### src/rtl/block_dispatcher.sv
// Block dispatcher: splits a launch of thread_count threads into fixed-size blocks and hands
// them to idle cores one per cycle. Optional cycle counter output under DISPATCH_PERF_EN.
module block_dispatcher #(
    parameter int NUM_CORES         = 2,
    parameter int THREADS_PER_BLOCK = 4,
    localparam int TC_W             = $clog2(THREADS_PER_BLOCK) + 1
) (
    input  logic                      clk,
    input  logic                      reset,
    input  logic                      start,
    input  logic [7:0]                thread_count,
    input  logic [NUM_CORES-1:0]      core_done,
    output logic [NUM_CORES-1:0]      core_start,
    output logic [NUM_CORES-1:0]      core_reset,
    output logic [8*NUM_CORES-1:0]    core_block_id,
    output logic [TC_W*NUM_CORES-1:0] core_thread_count,
    output logic                      done
`ifdef DISPATCH_PERF_EN
    ,output logic [15:0]              perf_cycles
`endif
);

    localparam int TPB_LOG = $clog2(THREADS_PER_BLOCK);

    typedef enum logic [1:0] {ST_IDLE, ST_RUN, ST_DONE} state_t;

    state_t state_q, state_d;

    logic [7:0]           tc_q;
    logic [8:0]           total_q, dispatched_q, retired_q;
    logic [8:0]           total_calc;
    logic [NUM_CORES-1:0] busy_q;
    logic [7:0]           blk_q [NUM_CORES];
    logic [TC_W-1:0]      cnt_q [NUM_CORES];

    logic [NUM_CORES-1:0] retire_mask;
    logic [3:0]           retire_cnt;
    logic [NUM_CORES-1:0] dispatch_oh;
    logic                 dispatch_en;
    logic [15:0]          base, remaining;
    logic [TC_W-1:0]      dispatch_cnt;

    assign total_calc = ({1'b0, thread_count} + 9'(THREADS_PER_BLOCK - 1)) >> TPB_LOG;

    always_ff @(posedge clk or posedge reset) begin
        if (reset) state_q <= ST_IDLE;
        else       state_q <= state_d;
    end

    // Completion is judged on the registered retire count, so done follows the last retire by one edge.
    always_comb begin
        state_d = state_q;
        case (state_q)
            ST_IDLE: if (start)                  state_d = ST_RUN;
            ST_RUN:  if (retired_q == total_q)   state_d = ST_DONE;
            ST_DONE: if (!start)                 state_d = ST_IDLE;
            default:                             state_d = ST_IDLE;
        endcase
    end

    always_comb begin
        retire_mask = busy_q & core_done;
        retire_cnt  = '0;
        dispatch_oh = '0;
        for (int unsigned i = 0; i < NUM_CORES; i++) begin
            if (retire_mask[i]) retire_cnt = retire_cnt + 4'd1;
            if (!busy_q[i] && dispatch_oh == '0) dispatch_oh[i] = 1'b1;
        end
        dispatch_en  = (state_q == ST_RUN) && (dispatched_q != total_q) && (dispatch_oh != '0);
        base         = {7'b0, dispatched_q} << TPB_LOG;
        remaining    = {8'b0, tc_q} - base;
        dispatch_cnt = (remaining >= 16'(THREADS_PER_BLOCK)) ? TC_W'(THREADS_PER_BLOCK)
                                                             : remaining[TC_W-1:0];
    end

    always_ff @(posedge clk or posedge reset) begin
        if (reset) begin
            tc_q         <= '0;
            total_q      <= '0;
            dispatched_q <= '0;
            retired_q    <= '0;
            busy_q       <= '0;
            for (int unsigned i = 0; i < NUM_CORES; i++) begin
                blk_q[i] <= '0;
                cnt_q[i] <= '0;
            end
        end else begin
            if (state_q == ST_IDLE && start) begin
                tc_q         <= thread_count;
                total_q      <= total_calc;
                dispatched_q <= '0;
                retired_q    <= '0;
            end
            if (state_q == ST_RUN) begin
                // Busy bits are sampled before this edge's retire, so a freed core waits one edge.
                busy_q    <= (busy_q & ~retire_mask) | (dispatch_en ? dispatch_oh : '0);
                retired_q <= retired_q + 9'(retire_cnt);
                if (dispatch_en) dispatched_q <= dispatched_q + 9'd1;
            end
            for (int unsigned i = 0; i < NUM_CORES; i++) begin
                if (dispatch_en && dispatch_oh[i]) begin
                    blk_q[i] <= dispatched_q[7:0];
                    cnt_q[i] <= dispatch_cnt;
                end
            end
        end
    end

`ifdef DISPATCH_PERF_EN
    always_ff @(posedge clk or posedge reset) begin
        if (reset)                                        perf_cycles <= '0;
        else if (state_q == ST_IDLE && start)             perf_cycles <= '0;
        else if (state_q == ST_RUN && perf_cycles != '1)  perf_cycles <= perf_cycles + 16'd1;
    end
`endif

    always_comb begin
        core_start = busy_q;
        core_reset = (state_q == ST_RUN) ? ~busy_q : '1;
        done       = (state_q == ST_DONE);
        core_block_id     = '0;
        core_thread_count = '0;
        for (int unsigned i = 0; i < NUM_CORES; i++) begin
            core_block_id[8*i +: 8]        = blk_q[i];
            core_thread_count[TC_W*i +: TC_W] = cnt_q[i];
        end
    end

endmodule

### config.mk
export PLATFORM = sky130hd
export DESIGN_NAME = block_dispatcher
export DESIGN_NICKNAME = d
export VERILOG_FILES = /design/src/rtl/block_dispatcher.sv
export SDC_FILE = /design/constraint.sdc
export NUM_CORES = 1
export LEC_CHECK = 0
export ABC_AREA = 0
export BUFFER_PORTS_ARGS = -buffer_cell sky130_fd_sc_hd__buf_2
export CAP_MARGIN = 20
export CORE_MARGIN = 5
export CORE_UTILIZATION = 52
export CTS_CLUSTER_DIAMETER = 120
export CTS_CLUSTER_SIZE = 25
export DETAILED_ROUTE_END_ITERATION = 10
export PLACE_DENSITY_LB_ADDON = 0.12
export SYNTH_ARGS = -nofsm -noshare
export SYNTH_HDL_FRONTEND = slang
export SYNTH_SLANG_ARGS = --single-unit
### constraint.sdc
create_clock -name clk -period 2.44 [get_ports clk]
set_clock_uncertainty 0.2 [all_clocks]
set_input_delay 0.244 -clock clk [delete_from_list [all_inputs] [get_ports clk]]
set_output_delay 0.244 -clock clk [all_outputs]
set_load 0.01 [all_outputs]
Word-level counts from Yosys, hierarchy flattened
Cells that the tools add are included.

Bits in registers: 59. Bits of input ports: 13. Output and inout port bits: 27.

$add $sub $neg: 5. Order comparisons: 1. Equal/unequal tests: 7. Mux-type cells: 16. Bitwise operators: 5. Reduce and logical (&&, ||, !) cells: 11.

Operator list (number): two-way mux 9 bit (5); greater-or-equal comparator 16 x 3 -> 1 bit (second input constant) (1); subtractor 8 x 11 -> 12 bit (1); two-way mux 2 bit (5); adder 8 x 2 -> 9 bit (second input constant) (1); adder 9 x 1 -> 9 bit (second input constant) (1); adder 9 x 4 -> 9 bit (1); == test 9 x 7 -> 1 bit (1); inequality test 9 x 7 -> 1 bit (1); logical AND 1 bit (6); inequality test 2 bit (second input constant) (3); case mux 2 bit (3 select lines) (1); adder 4 x 1 -> 4 bit (second input constant) (1); bitwise AND 2 bit (2); two-way mux 4 bit (1); inverter 2 bit (2); nonzero test 2 bit (2); two-way mux 1 bit (3); two-way mux 3 bit (1); AND reduction 3 bit (1); == test 2 x 1 -> 1 bit (second input constant) (1); == test 2 bit (second input constant) (1); logical NOT 2 bit (1); OR 2 bit (1); logical NOT 1 bit (1).

Longest topological paths before layout
Gate-level depths: netlist (run 1).

Depth in word-level cells: 7. Depth in mapped cells: 9.

Least setup slack after synthesis (run 1)
OpenSTA, ideal clock, no wires.

Path type: flip-flop to flip-flop. From: reg dispatched_q[0]. To: reg cnt_q, in the netlist core_thread_count[2]. Library setup time: 0.125 ns. Arrival: 2.167 ns. Data required time: 2.115 ns. Slack: -0.052 ns. Stages on the path, launching flop included: 9. Buffers on the path: 0. Cell sequence: dfrtp_1 -> ha_1 -> inv_1 -> fa_1 -> nor3b_1 -> o2111ai_1 -> a311oi_1 -> o221ai_1 -> mux2_4.

Longest elaborated chain between the ends: 4. Elaborated cells on any way between the ends: 7.

Ends and longest elaborated chain: from (decl) (RTL line 30) `logic [8:0] total_q, dispatched_q, retired_q;`; from (signal assigned) (RTL line 98) `if (dispatch_en) dispatched_q <= dispatched_q + 9'd1;`; parallel branches: the longest is 4 deep, another holds greater-or-equal comparator 16 x 3 -> 1 bit; to (signal, indexed assignment) (RTL line 103) `cnt_q[i] <= dispatch_cnt;`; to (decl) (RTL line 34) `logic [TC_W-1:0] cnt_q [NUM_CORES];`.

Several ways; the timed one is not identified. A chain may end at the register's enable or synchronous reset.

Worst setup path in the final report (run 1)
From: reg dispatched_q[0]. To: reg cnt_q, in the netlist core_thread_count[5].

The elaborated chain is that of the path after synthesis.

==> results of run 1 <==
==> power breakdown <==
part / switching, mW / internal (mW)
clock: 0.358 / 0.521
sequential: 0.277 / 1.28
combinational: 1.18 / 0.934
total: 1.82 / 2.73
==> cells in the final DEF (no fill, tap or decap), types with 3 or more instances in the layout <==
cell type,netlist,routed
and2_1,4,4
buf_2,1,39
buf_4,0,11
clkbuf_8,0,11
dfrtp_1,59,59
dlygate4sd3_1,0,11
ha_1,10,9
inv_1,12,9
inv_2,0,3
mux2_4,8,8
mux2i_1,9,9
nand2_1,70,70
nand3_1,11,11
nand4_1,5,5
nor2_1,8,8
nor2b_1,4,4
o21a_1,3,3
o21ai_0,19,19
o21ai_1,5,5
o21ai_2,5,5
o31ai_1,8,8
xnor2_1,8,7
xor2_1,13,13
==> final timing paths <==
| kind | from | endpoint | slack, ps | cells after the start |
|---|---|---|---|---|
| max in group asynchronous | reset | core_block_id[4] | 1120 | 4 |
| min reg2reg | core_thread_count[4] | core_thread_count[4] | 270 | 2 |
| max reg2reg | dispatched_q[0] | core_thread_count[5] | 0.3 | 8 |
| max | dispatched_q[0] | core_thread_count[5] | 0.3 | 8 |
| min | thread_count[6] | tc_q[6] | 30 | 3 |
| min in group asynchronous | reset | core_start[0] | 330 | 3 |
==> flip-flops by register name (all words and copies together), names as in the netlist <==
| register | cells |
|---|---|
| core_block_id | 16 |
| core_start | 2 |
| core_thread_count | 6 |
| dispatched_q | 9 |
| retired_q | 9 |
| state_q | 2 |
| tc_q | 8 |
| total_q | 7 |
==> layout make-up <==
cell class | instances | area [sq um]
multi-input cells | 219 | 1500
clock buffers | 13 | 159
inverters | 12 | 45.0
fillers | 491 | 2100
clock inverters | 2 | 35.0
repair buffers | 62 | 408
flip-flops and latches | 59 | 1480
well taps | 75 | 93.8
==> per-stage QoR <==
stage	utilization (%)	TNS (ps)	instance area, sq um	total power, mW	worst slack, ps
2_1_floorplan	-	0	3070	3.04	27.0
3_3_place_gp	57.8	0	3360	3.51	4.15
3_5_place_dp	57.8	-159	3360	3.58	-68.2
4_1_cts	63.5	-242	3690	4.53	-95.1
5_1_grt	63.9	-506	3720	4.90	-117
6_report	63.9	0	3720	4.55	0.274
==> what timing repair did <==
item	in CTS	in global routing
endpoints found under the hold margin	36	0
gates resized for setup	5	5
hold buffers	11	0
endpoints found under the setup margin	6	7
pin swaps	4	4
buffers inserted	1	0
==> metal layers <==
metal  GRT usage (%)  part of all wire, %
met5               0                    0
met4            8.50                  1.4
met3            3.33                  4.2
met2            28.7                   47
met1            25.8                   48
==> critical path, cell delays in order, from the launching register on <==
cell	delay [ps]
dfrtp_1	410
ha_4	170
inv_2	50
fa_2	430
nor3b_2	190
o2111ai_2	140
a311oi_2	230
o221ai_2	200
mux2_4	300
==> kinds of logic (layout without fill, tap and decap cells) <==
logic type,after synthesis,in the layout
and+or+nand+nor,115,115
DFF,59,59
AOI/OAI and AO/OA,54,54
buffers and inverters,25,89
xor gates and xnor gates,21,21
muxes,17,17
adders and majority gates,12,12
==> results_dict.tcl, run 1 <==
set metrics [dict create \
    powerDensity_nw_per_um2 1220 \
    vdd_ir_drop_max_mv 0.627 \
    drt_pre_antenna_iters 4 \
    finalHoldViolCount 0 \
    ys.flop_type "dfrtp_1" \
    core_area_sq_um 5820 \
    drc 0 \
    maxSlewViolCount 0 \
    antenna_found_initial 0 \
    synth_nets 328 \
    cp.required_ps 2450 \
    drive_gt1_share_pct 25.3 \
    period_minus_slack_ps 2440 \
    ioPinCount 40 \
    dieArea_sq_um 7520 \
    dr_total_vias 2290 \
    worstSetupEndpointType "register" \
    finalCritPeriodShare_pct 100 \
    grt_pass1_vias 2208 \
    path_clk_slew_ps 60 \
    synth_top_family_by_area "simple AND/OR/NAND/NOR gates" \
    clk_latency_ps 330 \
    drt_wl_total_mm 6.42 \
    grt_overflow 0 \
    place_inst 415 \
    netlist_top_cells_area "dfrtp_1 (48%), nand2_1 (8.6%), ha_1 (4.1%)" \
    stdcell_count 442 \
    cts_buffers 9 \
    port_buffers 39 \
    worstPathMaxFanout 6 \
    fp.dieW_um 86.7 \
    rows 28 \
    syn_area_sq_um 3060 \
    yosys.area_share.adder_pct 5.40 \
    seq_area_frac_synth_pct 48.2 \
    gp_congestion 0.807 \
    yosys.area_share.xor_xnor_pct 6.01 \
    muxShareOfSynthArea_pct 6.87 \
    cap_violations 0 \
    track_usage_pct 18.7 \
    setup_viol 0 \
    ant_nets 0 \
    fp.dieH_um 86.7 \
    cts_tree "built" \
    status "complete, no violations" \
    wl_per_cell_um 14.5 \
    clock.fmax_ghz 0.410 \
    ys_types 42 \
    ys_ff_latch 59 \
    synth-async-reset-ratio_pct 100 \
    worst_pin_slew_ps 619 \
    start_kind "register" \
    cts_root_buf "clkbuf_8" \
    grt_pass1_wl_mm 10.8 \
    slew_headroom_pct 58.7 \
    place_hpwl_mm 4.71 \
    worstSetupPathType "register to register" \
    clockBufferDepth 2 \
    fin_hold_ws_ps 27.7 \
    yosysTopAreaCell "dfrtp_1" \
    insertedDiodeCount 0 \
    synth_edf_count 0 \
    cp_data_arrival_time_ps 2450 \
    start_util_pct 52.6 \
    synth-simple-area-share_pct 17.6 \
    avgSynthCellArea_sq_um 10.1 \
    synth_common_cells "nand2_1 (70), dfrtp_1 (59), o21ai_0 (19)" \
    yosys_warnings 0 \
    final_nets 388 \
    synth_top_area_share_pct 48.2 \
    cts.sinks 59 \
    worstHoldPathType "primary input to register" \
    viasPerCell 5.18 \
    synthCells 303 \
    yosys.cell_count.top_type "nand2_1" \
    htree_num_levels 3 \
    drt_iter0_markers 77 \
    synth_compound_area_share_pct 11.5 \
    leakagePower_nw 1.84 \
    syn2layout_area_growth_pct 21.5 \
    grt_max_degree 34 \
    rsz0062_at_grt "yes" \
]
(Power assumes the default switching activity.)
==> run 2: changes to the inputs <==
- PLACE_DENSITY: default -> 0.76
- PLACE_DENSITY_LB_ADDON: 0.12 -> default
- clock period: 2.44 -> 2.05 ns (I/O delays scaled with it)
==> run 2 against run 1 <==
  * The run now ends with setup timing left
  * Register-to-register slack worse by 370 ps
  * First-iteration DRC count up 21%
  * Hold slack better by 150 ps
  * Routed wire length up 9.3%
  * Cell area up 11%
  * Non-clock buffer count up 29
  * Fmax up 1.0%
  * Sequential power up 18%
  * Sequential cell count unchanged
  * Global-route usage up 0.94 points
  * Critical path depth up 1
  * Largest power group unchanged
==> results_dict.tcl, run 2 (same netlist as run 1, synthesis figures left out) <==
set metrics [dict create \
    status "finished with violations" \
    violations "setup timing" \
    cap_violations 0 \
    grt_max_degree 33 \
    fp.dieH_um 86.7 \
    cp_data_arrival_time_ps 2440 \
    syn2layout_area_growth_pct 34.2 \
    dr_total_vias 2477 \
    clock.fmax_ghz 0.414 \
    ant_nets 0 \
    drt_iter0_markers 93 \
    worstPathMaxFanout 6 \
    vdd_ir_drop_max_mv 0.880 \
    cp_slowest_stage_delay_ps 450 \
    worstReg2RegStart "tc_q[2]" \
    finalCritPeriodShare_pct 118 \
    cts_buffers 9 \
    place_hpwl_mm 4.77 \
    finalHoldViolCount 0 \
    timing.final.ws_setup_ps -366 \
    final_nets 417 \
    track_usage_pct 19.6 \
    reg2reg_to "core_thread_count[2]" \
    viasPerCell 5.26 \
    dpl-instance-area_sq_um 3560 \
    crit_cells 9 \
    rows 28 \
    clockBufferDepth 2 \
    wl_per_cell_um 14.9 \
    worstHoldPathType "primary input to asynchronous set/reset pin" \
    cp.required_ps 2070 \
    layout_common_cells "nand2_1 (69), dfrtp_1 (58), buf_2 (39)" \
    rsz0062_at_grt "yes" \
    path_delay_family "adder cells" \
    leakagePower_nw 2.02 \
    insertedDiodeCount 0 \
    worst_pin_slew_ps 619 \
    worstSetupPathType "register to register" \
    period_minus_slack_ps 2420 \
    grt_pass1_wl_mm 11.4 \
    worstSetupEndpoint "core_thread_count[2]" \
    crit_top_cell "inv_2" \
    antenna_found_initial 0 \
    cts_tree "built" \
    start_kind "register" \
    crit_path_top_delay_cell "fa_1" \
    gp_congestion 0.869 \
    cp.buffers_inverters 2 \
    grt_overflow 0 \
    dieArea_sq_um 7520 \
    powerDensity_nw_per_um2 1520 \
    fillers 419 \
    drt_wl_total_mm 7.02 \
    fin_hold_ws_ps 180 \
    crit_path_start "tc_q[2]" \
    tns_ps -3490 \
    htree_num_levels 3 \
    reg2regPathDepth 9 \
    grt_pass1_vias 2384 \
    maxSlewViolCount 0 \
    final_common_cell "nand2_1" \
    rrSetupSlack_ps -370 \
    drt_pre_antenna_iters 4 \
    slew_headroom_pct 58.7 \
    cts_root_buf "clkbuf_8" \
    core_area_sq_um 5820 \
    worstSetupEndpointType "register" \
    fp.dieW_um 86.7 \
    port_buffers 39 \
    design_area_sq_um 4110 \
    ioPinCount 40 \
    path_clk_slew_ps 70 \
    start_util_pct 52.6 \
    crit_chain "inv_2 -> ha_4 -> inv_2 -> fa_1 -> nor3b_2 -> o2111ai_1 -> a311oi_2 -> o221ai_2 -> mux2_4" \
    clk_latency_ps 340 \
    cts.sinks 59 \
    setup_viol 26 \
    drc 0 \
    drive_gt1_share_pct 33.3 \
    largest_register_ffs 16 \
]
run 2: what timing repair did:
item / CTS / global route
gates cloned: 0 / 1
hold endpoints to repair: 69 / 0
hold buffers: 12 / 0
endpoints found under the setup margin: 20 / 23
setup buffers: 4 / 4
gates resized for setup: 5 / 25
pin swaps: 7 / 16
run 2: per-layer routing:
metal	global-route usage (%)	vias up	part of all wire (%)	wire [um]
li1	-	1216	-	-
met2	30.6	56	48	3370
met4	9.77	0	2.0	138
met1	26.1	1194	45	3180
met3	3.71	11	4.7	331
met5	0	-	0	0
run 2: final cells by class:
cell class / instances / area [sq um] / area share (%)
Clock inverter: 2 / 60.1 / 1.46
Tap cell: 75 / 93.8 / 2.28
Clock buffer: 13 / 149 / 3.62
Sequential cell: 59 / 1480 / 36.0
Inverter: 12 / 45.0 / 1.10
Multi-Input combinational cell: 219 / 1580 / 38.6
Timing Repair Buffer: 91 / 698 / 17.0
run 2: tightest hold or removal path, delay by kind of cell:
kind | cells | cell delay [ps]
buffers and inverters | 3 | 920
run 2: worst min-delay path by stage:
stage                              end  slack (ps)       startpoint
after global routing        state_q[0]         220            reset
final                     retired_q[4]         180            reset
after floorplan                tc_q[3]         110  thread_count[3]
after CTS                   state_q[0]         180            reset
after detailed placement  retired_q[1]          -6            reset
after global placement    retired_q[1]         -10            reset
run 2: through the flow:
step | power, mW | worst slack (ps) | std cells | utilization [%]
global route | 6.65 | -522 | 471 | 70.6
floorplan | 3.65 | -315 | 303 | -
global placement | 4.48 | -398 | 435 | 61.2
CTS | 5.87 | -408 | 466 | 67.7
finish | 6.25 | -366 | 471 | 70.6
detailed placement | 4.58 | -442 | 435 | 61.2
run 2: power breakdown:
part	switching (mW)	internal [mW]	total [mW]
logic	1.64	1.62	3.27
clock network	0.436	0.713	1.15
registers	0.312	1.52	1.83
==> run 3: changes to the inputs <==
- CORE_UTILIZATION: 52 -> 30
- PLACE_DENSITY: 0.76 -> default
- SETUP_SLACK_MARGIN: default -> 0.3
==> run 3 against run 2 <==
  * The flow still finishes with violations (setup timing)
  * First-iteration DRC count shrank 5.4%
  * Die area grew 64%
  * Hold slack lost 160 ps
  * Clock power shrank 9.6%
  * Utilization shrank 27 points
  * Power grew 1.4%
  * Count of clock-buffer cells in the layout shrank 2
  * Cell count grew 14%
  * Sequential share of layout area shrank 1.7 points
  * Sequential cell count is the same
  * Setup slack lost 37 ps
  * Largest cell class unchanged
==> results_dict.tcl, run 3 (same netlist as run 1, synthesis figures left out) <==
set metrics [dict create \
    tns_ps -2970 \
    largest_register_ffs 16 \
    dieArea_sq_um 12300 \
    clockBufferDepth 2 \
    syn2layout_area_growth_pct 41.4 \
    leakagePower_nw 2.07 \
    cp_data_arrival_time_ps 2480 \
    utilization_pct 43.9 \
    grt_overflow 0 \
    rrSetupSlack_ps -400 \
    fp.dieH_um 111 \
    place_inst 492 \
    cts_buffers 9 \
    dpl-instance-area_sq_um 3690 \
    min_to "total_q[0]" \
    htree_num_levels 3 \
    ant_nets 0 \
    wl_per_cell_um 13.5 \
    reg2reg_to "core_thread_count[2]" \
    pre_cts_slack_ps -490 \
    cp.required_ps 2080 \
    antenna_found_initial 0 \
    met3_length_um 317 \
    cts_tree "built" \
    grt_pass1_vias 2532 \
    cap_violations 0 \
    final_common_cell "nand2_1" \
    cp_slowest_stage_delay_ps 420 \
    routed.top_layer "met4" \
    wl_met2_mm 3.41 \
    cts_root_buf "clkbuf_8" \
    clk_latency_ps 340 \
    violations "setup timing" \
    crit_path_top_delay_cell "dfrtp_2" \
    worstPathMaxFanout 6 \
    rows 36 \
    status "finished with violations" \
    vdd_ir_drop_max_mv 0.481 \
    start_util_pct 31.0 \
    timing.final.ws_setup_ps -403 \
    drt_pre_antenna_iters 4 \
    insertedDiodeCount 0 \
    finalCritPeriodShare_pct 120 \
    power_mw 6.34 \
    wl_met1_mm 3.38 \
    cp.buffers_inverters 1 \
    drc 0 \
    reg2regPathDepth 8 \
    worstSetupPathType "register to register" \
    path_delay_family "compound AO/OA/AOI/OAI gates" \
    slew_headroom_pct 74.7 \
    drt_iter0_markers 88 \
    layout_common_cells "nand2_1 (65), dfrtp_1 (55), buf_2 (39)" \
    design_area_sq_um 4330 \
    stdcell_count 537 \
    drive_gt1_share_pct 38.9 \
    final_nets 424 \
    setup_viol 23 \
    grt_max_degree 46 \
    port_buffers 39 \
    rsz0062_at_grt "yes" \
    place_hpwl_mm 5.11 \
    track_usage_pct 12.4 \
    crit_chain "ha_4 -> inv_2 -> fa_2 -> nor3b_2 -> o2111ai_1 -> a311oi_1 -> o221ai_2 -> mux2_4" \
    worstSetupEndpointType "register" \
    drt_wl_total_mm 7.24 \
    crit_cells 8 \
    ioPinCount 40 \
    maxSlewViolCount 0 \
    cts.sinks 59 \
    powerDensity_nw_per_um2 1460 \
    worst_pin_slew_ps 379 \
    start_kind "register" \
    worstReg2RegStart "dispatched_q[0]" \
    fp.dieW_um 111 \
    grt_pass1_wl_mm 12.4 \
    min_from "thread_count[2]" \
    gp_congestion 0.827 \
    path_clk_slew_ps 70 \
    finalHoldViolCount 0 \
    period_minus_slack_ps 2450 \
    hold_depth 3 \
    core_area_sq_um 9860 \
    fin_hold_ws_ps 19.7 \
    clock.fmax_ghz 0.408 \
    worstHoldPathType "primary input to register" \
    dr_total_vias 2446 \
    viasPerCell 4.55 \
]
==> run 3: changes by cell type in the layout (fill, tap and decap cells not counted), moves of 2 or more <==
cell	change
nand2_1	-4
clkinv_2	+3
dfrtp_1	-3
dfrtp_2	+3
nand2_2	+3
o21ai_0	-3
buf_4	+2
buf_6	+2
buf_8	+2
clkbuf_1	-2
clkinvlp_4	+2
nand3_1	-2
nand3_2	+2
o21ai_2	+2
==> run 3: worst max path at each step <==
| stage | startpoint | to | slack, ps |
|---|---|---|---|
| after global placement | tc_q[2] | core_thread_count[2] | -400 |
| after floorplan | dispatched_q[0] | core_thread_count[2] | -320 |
| final | dispatched_q[0] | core_thread_count[2] | -400 |
| after global routing | dispatched_q[0] | core_thread_count[2] | -510 |
| after CTS | tc_q[2] | core_thread_count[2] | -450 |
| after detailed placement | tc_q[2] | core_thread_count[2] | -490 |
==> run 3: area by class of cell <==
cell class,instances,area (sq um)
Timing Repair Buffer,98,786
Clock buffer,11,141
Sequential cell,59,1480
Clock inverter,5,52.6
Multi-Input combinational cell,219,1650
Inverter,12,48.8
Fill cell,962,5540
Tap cell,133,166
==> run 3: where the power goes <==
group          switching [mW]  total [mW]  internal, mW
Sequential              0.316        1.84          1.52
Clock                   0.456        1.04         0.588
Combinational            1.69        3.45          1.76
Total                    2.46        6.34          3.87
==> run 3: what timing repair did <==
item                                    4_1_cts  5_1_grt
endpoints found under the setup margin       39       48
hold buffers                                 12        0
buffers inserted                              9        7
hold endpoints to repair                     43        0
gates cloned                                  0        1
pin swaps                                    20       11
gates resized for setup                      25       19
==> run 3: metal layers <==
| layer | up-vias | track usage (%) |
|---|---|---|
| met3 | 13 | 3.71 |
| met2 | 48 | 19.9 |
| met5 | - | 0 |
| met1 | 1156 | 15.8 |
| li1 | 1229 | - |
| met4 | 0 | 4.60 |
==> run 3: tightest hold or removal path, stage by stage <==
cell,delay [ps]
buf_2,100
o31ai_1,80
o21ai_0,130
